## config.mk

```make
export PLATFORM = sky130hd
export DESIGN_NAME = four_bit_sar_search
export DESIGN_NICKNAME = d
export VERILOG_FILES = /design/src/rtl/four_bit_sar_search.sv
export SDC_FILE = /design/constraint.sdc
export NUM_CORES = 1
export LEC_CHECK = 0
export CORE_AREA = 2 2 64 66
export DETAILED_ROUTE_END_ITERATION = 7
export DIE_AREA = 0 0 66 68
export PLACE_DENSITY_LB_ADDON = 0.3
export SLEW_MARGIN = 10
export SYNTH_ARGS = -nofsm -noshare
export SYNTH_HDL_FRONTEND = slang
export SYNTH_SLANG_ARGS = --single-unit
```

## constraint.sdc

```tcl
create_clock -name clk -period 3.5 [get_ports clk]
set_input_delay 0.7 -clock clk [delete_from_list [all_inputs] [get_ports clk]]
set_output_delay 0.7 -clock clk [all_outputs]
set_load 0.005 [all_outputs]
```

## src/rtl/four_bit_sar_search.sv

```systemverilog
// Successive-approximation search: recovers a hidden value A one bit per accepted
// response from an external magnitude comparator, MSB first, with early exit on equality.
module four_bit_sar_search #(
  parameter int WIDTH = 4
) (
  input  logic                         clk,
  input  logic                         rst_n,
  input  logic                         start,
  output logic [WIDTH-1:0]             guess,
  output logic                         guess_valid,
  input  logic                         cmp_valid,
  input  logic                         a_gt_b,
  input  logic                         a_lt_b,
  input  logic                         a_eq_b,
  output logic                         busy,
  output logic                         done,
  output logic [WIDTH-1:0]             result,
  output logic [$clog2(WIDTH+1)-1:0]   probes,
  output logic                         err
);

  localparam int IW = (WIDTH > 1) ? $clog2(WIDTH) : 1;
  localparam int PW = $clog2(WIDTH + 1);

  typedef enum logic [1:0] {
    IDLE   = 2'd0,
    PROBE  = 2'd1,
    FINISH = 2'd2
  } state_t;

  state_t           state, state_nxt;
  logic [WIDTH-1:0] working, working_nxt;
  logic [WIDTH-1:0] result_nxt;
  logic [IW-1:0]    idx, idx_nxt;
  logic [PW-1:0]    probes_nxt;
  logic             err_nxt;
  logic [WIDTH-1:0] trial;
  logic             accept;
  logic             well_formed;

  assign trial  = working | (WIDTH'(1) << idx);
  assign accept = (state == PROBE) && cmp_valid;

  always_comb begin
    well_formed = 1'b0;
    case ({a_gt_b, a_lt_b, a_eq_b})
      3'b100, 3'b010, 3'b001: well_formed = 1'b1;
      default:                well_formed = 1'b0;
    endcase
  end

  always_comb begin
    state_nxt   = state;
    working_nxt = working;
    idx_nxt     = idx;
    probes_nxt  = probes;
    err_nxt     = err;
    result_nxt  = result;
    case (state)
      IDLE: begin
        if (start) begin
          state_nxt   = PROBE;
          working_nxt = '0;
          idx_nxt     = IW'(WIDTH - 1);
          probes_nxt  = '0;
          err_nxt     = 1'b0;
          result_nxt  = '0;
        end
      end
      PROBE: begin
        if (accept) begin
          probes_nxt = probes + PW'(1);
          if (!well_formed) begin
            result_nxt = '0;
            err_nxt    = 1'b1;
            state_nxt  = FINISH;
          end else if (a_eq_b) begin
            working_nxt = trial;
            result_nxt  = trial;
            state_nxt   = FINISH;
          end else begin
            // lt leaves bit i clear since working never has it set yet
            working_nxt = a_gt_b ? trial : working;
            if (idx == '0) begin
              result_nxt = a_gt_b ? trial : working;
              state_nxt  = FINISH;
            end else begin
              idx_nxt = idx - IW'(1);
            end
          end
        end
      end
      FINISH:  state_nxt = IDLE;
      default: state_nxt = IDLE;
    endcase
  end

  always_ff @(posedge clk or negedge rst_n) begin
    if (!rst_n) begin
      state   <= IDLE;
      working <= '0;
      idx     <= '0;
      probes  <= '0;
      err     <= 1'b0;
      result  <= '0;
    end else begin
      state   <= state_nxt;
      working <= working_nxt;
      idx     <= idx_nxt;
      probes  <= probes_nxt;
      err     <= err_nxt;
      result  <= result_nxt;
    end
  end

  assign guess_valid = (state == PROBE);
  assign guess       = guess_valid ? trial : '0;
  assign busy        = (state == PROBE);
  assign done        = (state == FINISH);

endmodule

```

### Word level (Yosys, flattened, before mapping)

Index checks and enable logic that the tools add are counted.

* divide/modulo/power cells: 0
* bitwise gates (word level): 1
* add/subtract/negate cells: 2
* muxes and demuxes: 32
* reduce and logical (&&, ||, !) cells: 11
* magnitude comparators: 0
* shift-type cells: 1
* eq/ne operators: 12
* multipliers: 0

Operators with widths (count)
* two-way mux 4 bit: 10
* two-way mux 2 bit: 10
* case mux 4 bit (2 select lines): 2
* AND reduction 4 bit: 3
* inequality test 2 bit, second input constant: 4
* case mux 2 bit (2 select lines): 2
* two-way mux 3 bit: 2
* case mux 3 bit (2 select lines): 1
* AND reduction 3 bit: 2
* AND reduction 6 bit: 1
* logical NOT 2 bit: 2
* two-way mux 1 bit: 4
* inequality test 2 x 1 -> 1 bit, second input constant: 2
* inequality test 4 x 3 -> 1 bit, second input constant: 1
* bitwise OR 4 bit: 1
* left shift 1 x 2 -> 4 bit, first input constant: 1
* adder 3 x 1 -> 3 bit, second input constant: 1
* equality test 3 x 1 -> 1 bit, second input constant: 1
* equality test 3 x 2 -> 1 bit, second input constant: 1
* equality test 3 bit, second input constant: 1
* OR reduction 3 bit: 1
* equality test 2 x 1 -> 1 bit, second input constant: 1
* equality test 2 bit, second input constant: 1
* case mux 1 bit (2 select lines): 1
* other kinds (3): 3

* ROM bits: 0
* bits in writable memories: 0
* memories: 0
* flip-flop bits (word level): 16
* latch bits: 0
* word-level logic and storage cells: 65

### Depth between registers and ports, before layout

Gate-level depths: netlist of the first run.

* word-level depth: 8
* gate-level depth with buffers: 5
* mapped depth without buffers: 5

### Worst setup path before layout of the first run

No wires, ideal clock.

* path kind: reg2out
* start point: reg state[1]
* end point: out guess_valid
* arrival time: 1011 ps
* path slack: 1789 ps
* stages on the path, launching flop included: 5
* cell sequence: dfrtp_1 clkbuf_1 nand2b_1 inv_1 buf_4

* longest elaborated chain between the ends: 1

RTL lines
* start, declared: RTL line 31 `state_t state, state_nxt;`
* start signal, assigned: RTL line 107 `state <= state_nxt;`
* equality test 2 x 1 -> 1 bit
* end, declared: RTL line 10 `output logic guess_valid,`

No other way between the ends.

### Final worst setup path of the first run

* start point: reg state[1]
* end point: out guess[2]

* longest elaborated chain between the ends: 2

RTL lines
* equality test 2 x 1 -> 1 bit: RTL line 116 `assign guess_valid = (state == PROBE);`
* two-way mux 4 bit: RTL line 117 `assign guess = guess_valid ? trial : '0;`
* end, declared: RTL line 9 `output logic [WIDTH-1:0] guess,`

No other way between the ends.

==> results of run 1 <==
cell usage after synthesis, types with 2 or more instances:
cell type,n,area share
o21ai_0,6,0.033
o32ai_1,4,0.038
nand2_1,2,0.0082
xor2_1,2,0.019
nand3b_1,2,0.016
a31oi_1,2,0.014
dfrtp_1,16,0.44
inv_1,15,0.062
ha_1,5,0.069
nor2_1,10,0.041
a211oi_1,4,0.033
a21oi_1,6,0.033
registers in the layout (all words and copies together) (netlist names):
| register | count |
|---|---|
| err | 1 |
| idx | 2 |
| probes | 3 |
| result | 4 |
| state | 2 |
| working | 4 |
logic make-up (layout without fill, tap and decap cells):
kind of cell / count (synthesis) / in the layout / synth area share
xor gates and xnor gates: 3 / 3 / 0.0289
adders and majority gates: 5 / 5 / 0.0687
muxes: 2 / 2 / 0.0275
AOI/OAI and AO/OA: 30 / 30 / 0.224
and+or+nand+nor: 21 / 21 / 0.120
DFF: 16 / 16 / 0.440
buffers and inverters: 19 / 39 / 0.0920
worst register-to-register path, cell delays in order, from the launching register on:
cell and delay [ns]:
dfrtp_1 0.44, inv_1 0.11, ha_1 0.23, nor2_1 0.13, a311oi_1 0.53, o32ai_1 0.20
worst max-delay path by stage:
stage / from / cells after the start / endpoint / slack [ns]
detailed placement: a_gt_b / 4 / result[2] / 1.07
floorplan: state[1] / 4 / guess_valid / 1.79
CTS: state[1] / 3 / guess[2] / 1.04
finish: state[1] / 3 / guess[2] / 1.06
global route: state[1] / 3 / guess[2] / 0.96
global placement: a_gt_b / 4 / result[1] / 1.19
area by class of cell:
| type | instances | area share |
|---|---|---|
| sequential | 16 | 0.334 |
| multi-input combinational | 61 | 0.356 |
| inverter | 15 | 0.0470 |
| timing repair buffer | 21 | 0.176 |
| clock buffer | 3 | 0.0345 |
| tap | 50 | 0.0522 |
power groups by stage:
stage | registers, mW | clock network, mW | logic (mW)
floorplan | 0.268 | 0 | 0.212
CTS | 0.287 | 0.140 | 0.344
global placement | 0.288 | 0 | 0.333
global route | 0.296 | 0.143 | 0.377
detailed placement | 0.290 | 0 | 0.343
finish | 0.288 | 0.138 | 0.336
cell usage in the layout, fill, tap and decap left out, types with 2 or more instances in the layout:
cell type        count
a211oi_1             4
a21oi_1              6
a31oi_1              2
clkbuf_8             3
clkdlybuf4s50_1     21
dfrtp_1             16
ha_1                 5
inv_1               15
nand2_1              2
nand3b_1             2
nor2_1              10
o21ai_0              6
o32ai_1              4
xor2_1               2
routing by layer:
| metal | GRT usage | wire, um |
|---|---|---|
| met3 | 0.0132 | 71 |
| met1 | 0.132 | 975 |
| met2 | 0.170 | 1050 |
| met5 | 0 | 0 |
| met4 | 0.0383 | 27 |
stage by stage:
stage | hold WS (ns) | worst slack [ns] | cells
detailed placement | 0.519 | 1.07 | 163
finish | 0.526 | 1.06 | 166
CTS | 0.533 | 1.04 | 166
global route | 0.554 | 0.961 | 166
global placement | 0.510 | 1.19 | 163
floorplan | 0.404 | 1.79 | 96
==> results.py, run 1 <==
metrics = {
    "grt": {
        "grt_start_max_net_pins": 17,
        "grt-ovfl-total": 0,
        "track_usage": 0.101,
        "grt_pass1_wl_um": 3530,
        "antenna_found_initial": 0,
        "grt_pass1_vias": 739,
    },
    "critical_path": {
        "required_ns": 2.80,
        "crit_buf_inv": 1,
        "cp_top_family": "flip-flops",
        "cp_max_fo": 12,
        "endpoint_kind": "primary output",
        "start_kind": "flop",
        "reg2reg_depth": 5,
        "r2r_end": "result[2]",
        "criticalPathCategory": "flop to primary output",
        "cp.arrival_ns": 1.74,
        "critPathSlowestCell": "dfrtp_1",
        "rrSetupSlack_ns": 1.72,
        "regToRegStartpoint": "idx[0]",
        "path_cells": "nand2b_1, nor2_1, clkdlybuf4s50_1",
        "critPathMaxStageDelay_ns": 0.50,
    },
    "detailed_routing": {
        "detail_route.wl_per_cell_um": 12.8,
        "dr.pass1.iters": 4,
        "vias": 746,
        "via_per_inst": 4.49,
        "drt-total-wl_um": 2130,
        "drc_errors": 0,
        "ant_nets": 0,
        "first_iter_violations": 6,
    },
    "die": {
        "core-area_sq_mm": 0.00386,
        "io-pin-count": 22,
        "num_rows": 23,
        "die-area_sq_mm": 0.00449,
        "die_h_um": 68,
        "start_util": 0.236,
        "die_w_um": 66,
    },
    "clocking": {
        "cts_resized": 0,
        "postCtsSetupBuffers": 0,
        "h-tree-depth": 1,
        "clock-root-buffer": "clkbuf_8",
        "tritoncts": "built",
        "numCtsBuffers": 3,
        "clk_transition_reported_paths_ns": 0.06,
        "cts_hold_buffers": 0,
        "clockBufferDepth": 2,
        "clkLatencyLatePin_ns": 0.25,
        "cts.sinks": 16,
    },
    "flow_run": {
        "max_cap_violations": 0,
    },
    "timing": {
        "tightest_slew_ns": 0.728,
        "relSlewSlack": 0.513,
        "fin_crit_sh": 0.697,
        "hold_viol": 0,
        "finClkSkew_ns": 0.00633,
        "fmax_mhz": 410,
        "slew_violations": 0,
        "setup_viol": 0,
        "rsz0062_at_grt": "false",
        "setup_tns_ns": 0,
        "layout_min_cycle_time_ns": 2.44,
    },
    "pwr": {
        "switchingPower_mw": 0.275,
        "internal_power_mw": 0.486,
        "p_comb_frac": 0.441,
        "p_sw_frac": 0.361,
        "power_density_mw_per_mm2": 636,
        "clkPwrFrac": 0.181,
        "p_leak_nw": 0.490,
        "power_mw": 0.761,
        "vdd_drop_max_uv": 142,
        "p_seq_frac": 0.378,
    },
    "min_path": {
        "hold_path_class": "flop to flop",
        "hp-start": "probes[0]",
        "hold-path-cell-count": 1,
        "hold_end": "probes[0]",
    },
    "yosys": {
        "seq_area_frac_synth": 0.440,
        "syn-mean-instance-area_sq_um": 9.49,
        "ys.warnings.count": 0,
        "synth-main-ff-cell": "dfrtp_1",
        "synthArstFlopShare": 1.00,
        "ys_types": 34,
        "synth_edf_count": 0,
        "synth_area_sq_um": 911,
        "synth_cells": 96,
        "synth-seq-cells": 16,
        "synthesis.nets": 108,
    },
    "finish": {
        "multi_input_area_sq_um": 427,
        "fillers": 428,
        "syn_to_final_growth_pct": 31.5,
        "nets": 130,
        "final_util": 0.311,
        "design_area_sq_mm": 0.00120,
        "register_area_sq_um": 400,
        "antenna_cells_inserted": 0,
        "layout-drive-gt1-share": 0.0603,
    },
    "place": {
        "portBuffers": 21,
        "dp_hpwl_um": 1630,
        "place_area_sq_mm": 0.00116,
        "routabilityCongestion": 0.768,
    },
    "outcome": {
        "outcome": "finished clean",
    },
}
Power figures use the tool's default switching activity.
==> inputs of run 2 (changes only) <==
Clock period 3.5 ns to 2.1 ns, I/O delays scaled along.
==> results.py, run 2 (synthesis results as in run 1) <==
metrics = {
    "pwr": {
        "p_leak_nw": 0.540,
        "power_mw": 1.33,
        "clkPwrFrac": 0.172,
        "power_density_mw_per_mm2": 1050,
        "internal_power_mw": 0.861,
        "vdd_drop_max_uv": 230,
        "switchingPower_mw": 0.467,
        "p_sw_frac": 0.352,
        "p_seq_frac": 0.341,
        "p_comb_frac": 0.487,
    },
    "detailed_routing": {
        "vias": 779,
        "detail_route.wl_per_cell_um": 12.0,
        "drc_errors": 0,
        "dr.pass1.iters": 4,
        "drt-total-wl_um": 2090,
        "via_per_inst": 4.48,
        "ant_nets": 0,
        "first_iter_violations": 19,
    },
    "timing": {
        "hold_viol": 0,
        "fin_crit_sh": 0.972,
        "setup_tns_ns": 0,
        "tightest_slew_ns": 0.413,
        "rsz0062_at_grt": "true",
        "layout_min_cycle_time_ns": 2.04,
        "slew_violations": 0,
        "fmax_mhz": 490,
        "finClkSkew_ns": 0.00154,
        "relSlewSlack": 0.724,
        "setup_viol": 0,
    },
    "flow_run": {
        "max_cap_violations": 0,
    },
    "finish": {
        "fin_cells": 174,
        "layout-drive-gt1-share": 0.145,
        "top_regs": "result x4, working x4, probes x3",
        "syn_to_final_growth_pct": 38.7,
        "nets": 138,
        "layout_commonest_cell": "clkdlybuf4s50_1",
        "antenna_cells_inserted": 0,
        "design_area_sq_mm": 0.00126,
        "mostFrequentLayoutCells": "clkdlybuf4s50_1, dfrtp_1, inv_1, nor2_1, buf_4",
    },
    "clocking": {
        "clock-root-buffer": "clkbuf_8",
        "tritoncts": "built",
        "h-tree-depth": 1,
        "cts_hold_buffers": 0,
        "cts.sinks": 16,
        "clkLatencyLatePin_ns": 0.24,
        "postCtsSetupBuffers": 0,
        "clockBufferDepth": 2,
        "numCtsBuffers": 3,
        "clk_transition_reported_paths_ns": 0.06,
    },
    "critical_path": {
        "critPathSlowestCell": "clkdlybuf4s50_1",
        "cp_top_family": "buffers and inverters",
        "crit_buf_inv": 2,
        "path_cells": "inv_1, ha_2, nor2_1, nor2_1, clkdlybuf4s50_1",
        "cpMostUsedCell": "nor2_1",
        "cp_max_fo": 5,
        "cp.arrival_ns": 1.62,
        "criticalPathCategory": "flop to primary output",
        "critPathMaxStageDelay_ns": 0.50,
        "endpoint_kind": "primary output",
        "start_kind": "flop",
        "required_ns": 1.68,
    },
    "die": {
        "io-pin-count": 22,
        "die_w_um": 66,
        "num_rows": 23,
        "die-area_sq_mm": 0.00449,
        "start_util": 0.236,
        "die_h_um": 68,
        "core-area_sq_mm": 0.00386,
    },
    "grt": {
        "antenna_found_initial": 0,
        "grt_pass1_wl_um": 3590,
        "grt-ovfl-total": 0,
        "use_met2": 0.164,
        "met1_usage": 0.142,
        "track_usage": 0.102,
        "grtUsageMet3": 0.0164,
        "top_usage_layer": "met2",
        "grt_start_max_net_pins": 17,
        "grt_pass1_vias": 782,
    },
    "min_path": {
        "hold_path_class": "primary input to asynchronous set/reset pin",
    },
    "place": {
        "dp_hpwl_um": 1630,
        "placed_cells": 171,
        "place_area_sq_mm": 0.00122,
        "portBuffers": 21,
        "routabilityCongestion": 0.792,
    },
    "outcome": {
        "outcome": "finished clean",
    },
}
-- run 2: repair_timing --
action	CTS	global route
resized for setup	0	4
endpoints found under the hold margin	0	0
setup endpoints to repair	0	2
-- run 2: worst paths after layout --
kind | start | to | slack [ns] | depth (start not counted)
worst max-delay path | idx[0] | guess[0] | 0.06 | 5
worst min-delay path | rst_n | state[0] | 0.49 | 2
worst max register to register | state[0] | working[2] | 0.49 | 4
worst min register to register | probes[0] | probes[0] | 0.52 | 1
max in group asynchronous | rst_n | idx[0] | 1.40 | 2
min in group clk | probes[0] | probes[0] | 0.52 | 1
-- run 2: stage by stage --
stage	hold WS (ns)	setup slack (ns)	utilization
after floorplan	0.124	0.628	-
after global placement	0.506	0.100	0.315
after detailed placement	0.512	0.0701	0.315
after CTS	0.500	0.0154	0.326
after global routing	0.522	-0.0239	0.328
final	0.493	0.0578	0.328
-- run 2: routing by layer --
metal  share of wire  vias up
li1                -      391
met1            0.49      373
met2            0.47       15
met3           0.038        0
met4               0        0
met5               0        -
-- run 2: worst register-to-register path: stages, from the launching register on --
cell,delay (ns)
dfrtp_1,0.39
buf_4,0.17
mux2i_2,0.19
or4_4,0.52
a211oi_1,0.25
-- run 2: power by group through the flow --
| stage | combinational (mW) | sequential (mW) | clock (mW) |
|---|---|---|---|
| 4_1_cts | 0.658 | 0.450 | 0.235 |
| 6_report | 0.647 | 0.452 | 0.229 |
| 5_1_grt | 0.731 | 0.466 | 0.247 |
| 3_3_place_gp | 0.647 | 0.449 | 0 |
| 2_1_floorplan | 0.353 | 0.446 | 0 |
| 3_5_place_dp | 0.655 | 0.456 | 0 |
-- run 2: cell type report --
type                            count  area [sq um]
Inverter                           15          56.3
Clock buffer                        3          41.3
Timing Repair Buffer               29           273
Multi-Input combinational cell     61           429
Fill cell                         432          2590
Sequential cell                    16           402
Tap cell                           50          62.6
==> inputs of run 3 (changes only) <==
Settings changed: CORE_AREA 2 2 64 66 to 10 10 72 74, DIE_AREA 0 0 66 68 to 0 0 82 84, GPL_TIMING_DRIVEN set to 1.
==> results.py, run 3 (synthesis results as in run 1) <==
metrics = {
    "finish": {
        "nets": 141,
        "fillers": 438,
        "top_regs": "result x4, working x4, probes x3",
        "final_util": 0.337,
        "layout_commonest_cell": "clkdlybuf4s50_1",
        "antenna_cells_inserted": 0,
        "layout-drive-gt1-share": 0.181,
        "syn_to_final_growth_pct": 42.6,
        "multi_input_area_sq_um": 442,
        "register_area_sq_um": 402,
        "mostFrequentLayoutCells": "clkdlybuf4s50_1, dfrtp_1, inv_1, buf_4, nor2_1",
    },
    "clocking": {
        "clockBufferDepth": 2,
        "cts.sinks": 16,
        "clk_transition_reported_paths_ns": 0.06,
        "clkLatencyLatePin_ns": 0.25,
        "numCtsBuffers": 3,
        "postCtsSetupBuffers": 0,
        "h-tree-depth": 1,
        "clock-root-buffer": "clkbuf_8",
        "tritoncts": "built",
    },
    "timing": {
        "holdWs_ns": 0.489,
        "layout_min_cycle_time_ns": 2.02,
        "setup_tns_ns": 0,
        "setup_viol": 0,
        "finClkSkew_ns": 0.00181,
        "slew_violations": 0,
        "fmax_mhz": 495,
        "hold_viol": 0,
        "relSlewSlack": 0.724,
        "fin_crit_sh": 0.962,
        "rsz0062_at_grt": "false",
        "tightest_slew_ns": 0.412,
    },
    "detailed_routing": {
        "vias": 800,
        "dr.pass1.iters": 4,
        "first_iter_violations": 52,
        "detail_route.wl_per_cell_um": 12.9,
        "drc_errors": 0,
        "via_per_inst": 4.52,
        "drt-total-wl_um": 2280,
        "ant_nets": 0,
    },
    "outcome": {
        "outcome": "finished clean",
    },
    "grt": {
        "antenna_found_initial": 0,
        "grt_pass1_wl_um": 3880,
        "track_usage": 0.0693,
        "grt_pass1_vias": 820,
        "grt_start_max_net_pins": 17,
        "grt-ovfl-total": 0,
    },
    "critical_path": {
        "required_ns": 1.68,
        "criticalPathCategory": "flop to primary output",
        "rrSetupSlack_ns": 0.46,
        "regToRegStartpoint": "state[0]",
        "cp_top_family": "buffers and inverters",
        "cpMostUsedCell": "nor2_1",
        "r2r_end": "working[2]",
        "crit_start": "idx[1]",
        "critPathSlowestCell": "clkdlybuf4s50_1",
        "critPathMaxStageDelay_ns": 0.51,
        "endpoint_kind": "primary output",
        "path_cells": "inv_2, ha_1, nor2_1, nor2_1, clkdlybuf4s50_1",
        "crit_buf_inv": 2,
        "cp_max_fo": 4,
        "crit_path_end": "guess[1]",
        "reg2reg_depth": 4,
        "start_kind": "flop",
        "cp.arrival_ns": 1.60,
        "crit_cells": 5,
    },
    "pwr": {
        "clkPwrFrac": 0.170,
        "power_density_mw_per_mm2": 1050,
        "p_sw_frac": 0.357,
        "p_leak_nw": 0.554,
        "p_comb_frac": 0.497,
        "switchingPower_mw": 0.486,
        "internal_power_mw": 0.877,
        "p_seq_frac": 0.333,
        "power_mw": 1.36,
        "vdd_drop_max_uv": 242,
    },
    "die": {
        "num_rows": 23,
        "start_util": 0.236,
        "core-area_sq_mm": 0.00386,
        "io-pin-count": 22,
        "die_w_um": 82,
        "die_h_um": 84,
        "die-area_sq_mm": 0.00689,
    },
    "place": {
        "routabilityCongestion": 0.856,
        "dp_hpwl_um": 1830,
        "portBuffers": 21,
    },
    "flow_run": {
        "max_cap_violations": 0,
    },
    "min_path": {
        "hold_path_class": "primary input to asynchronous set/reset pin",
    },
}
-- run 3: metal layers --
layer  global-route usage  wire [um]  vias up  part of all wire
met1               0.0864       1050      381              0.46
met5                    0          0        -                 0
met3               0.0129        108        4             0.047
met4               0.0356         40        0             0.018
met2                0.108       1080       15              0.47
li1                     -          -      400                 -
-- run 3: layout make-up --
| class | instances | area share |
|---|---|---|
| Clock buffer | 3 | 0.0318 |
| Inverter | 15 | 0.0434 |
| Multi-Input combinational cell | 61 | 0.340 |
| Sequential cell | 16 | 0.309 |
| Tap cell | 50 | 0.0482 |
| Timing Repair Buffer | 32 | 0.227 |
-- run 3: worst min path at each step --
stage / slack, ns / to / start / cells past startpoint
after floorplan: 0.12 / err / rst_n / 0
after global placement: 0.51 / probes[0] / probes[0] / 1
final: 0.49 / probes[2] / rst_n / 2
after CTS: 0.50 / probes[2] / rst_n / 2
after detailed placement: 0.51 / result[0] / result[0] / 2
after global routing: 0.52 / result[1] / rst_n / 2
-- run 3: power groups by stage --
stage	sequential, mW	clock (mW)	combinational (mW)
floorplan	0.446	0	0.353
global placement	0.449	0	0.665
detailed placement	0.453	0	0.672
CTS	0.448	0.237	0.678
global route	0.468	0.253	0.759
finish	0.454	0.232	0.677
-- run 3: what timing repair did --
action / CTS / global route
gates resized for setup: 1 / 6
endpoints found under the setup margin: 1 / 4
hold buffers: 0 / 0
pin swaps: 0 / 0
-- run 3: through the flow --
step / cell area [sq um] / setup WS (ns) / std cells
final: 1300 / 0.0796 / 177
after global routing: 1300 / 0.0157 / 177
after CTS: 1280 / 0.00176 / 177
after detailed placement: 1240 / 0.105 / 174
after global placement: 1240 / 0.188 / 174
after floorplan: 911 / 0.628 / 96
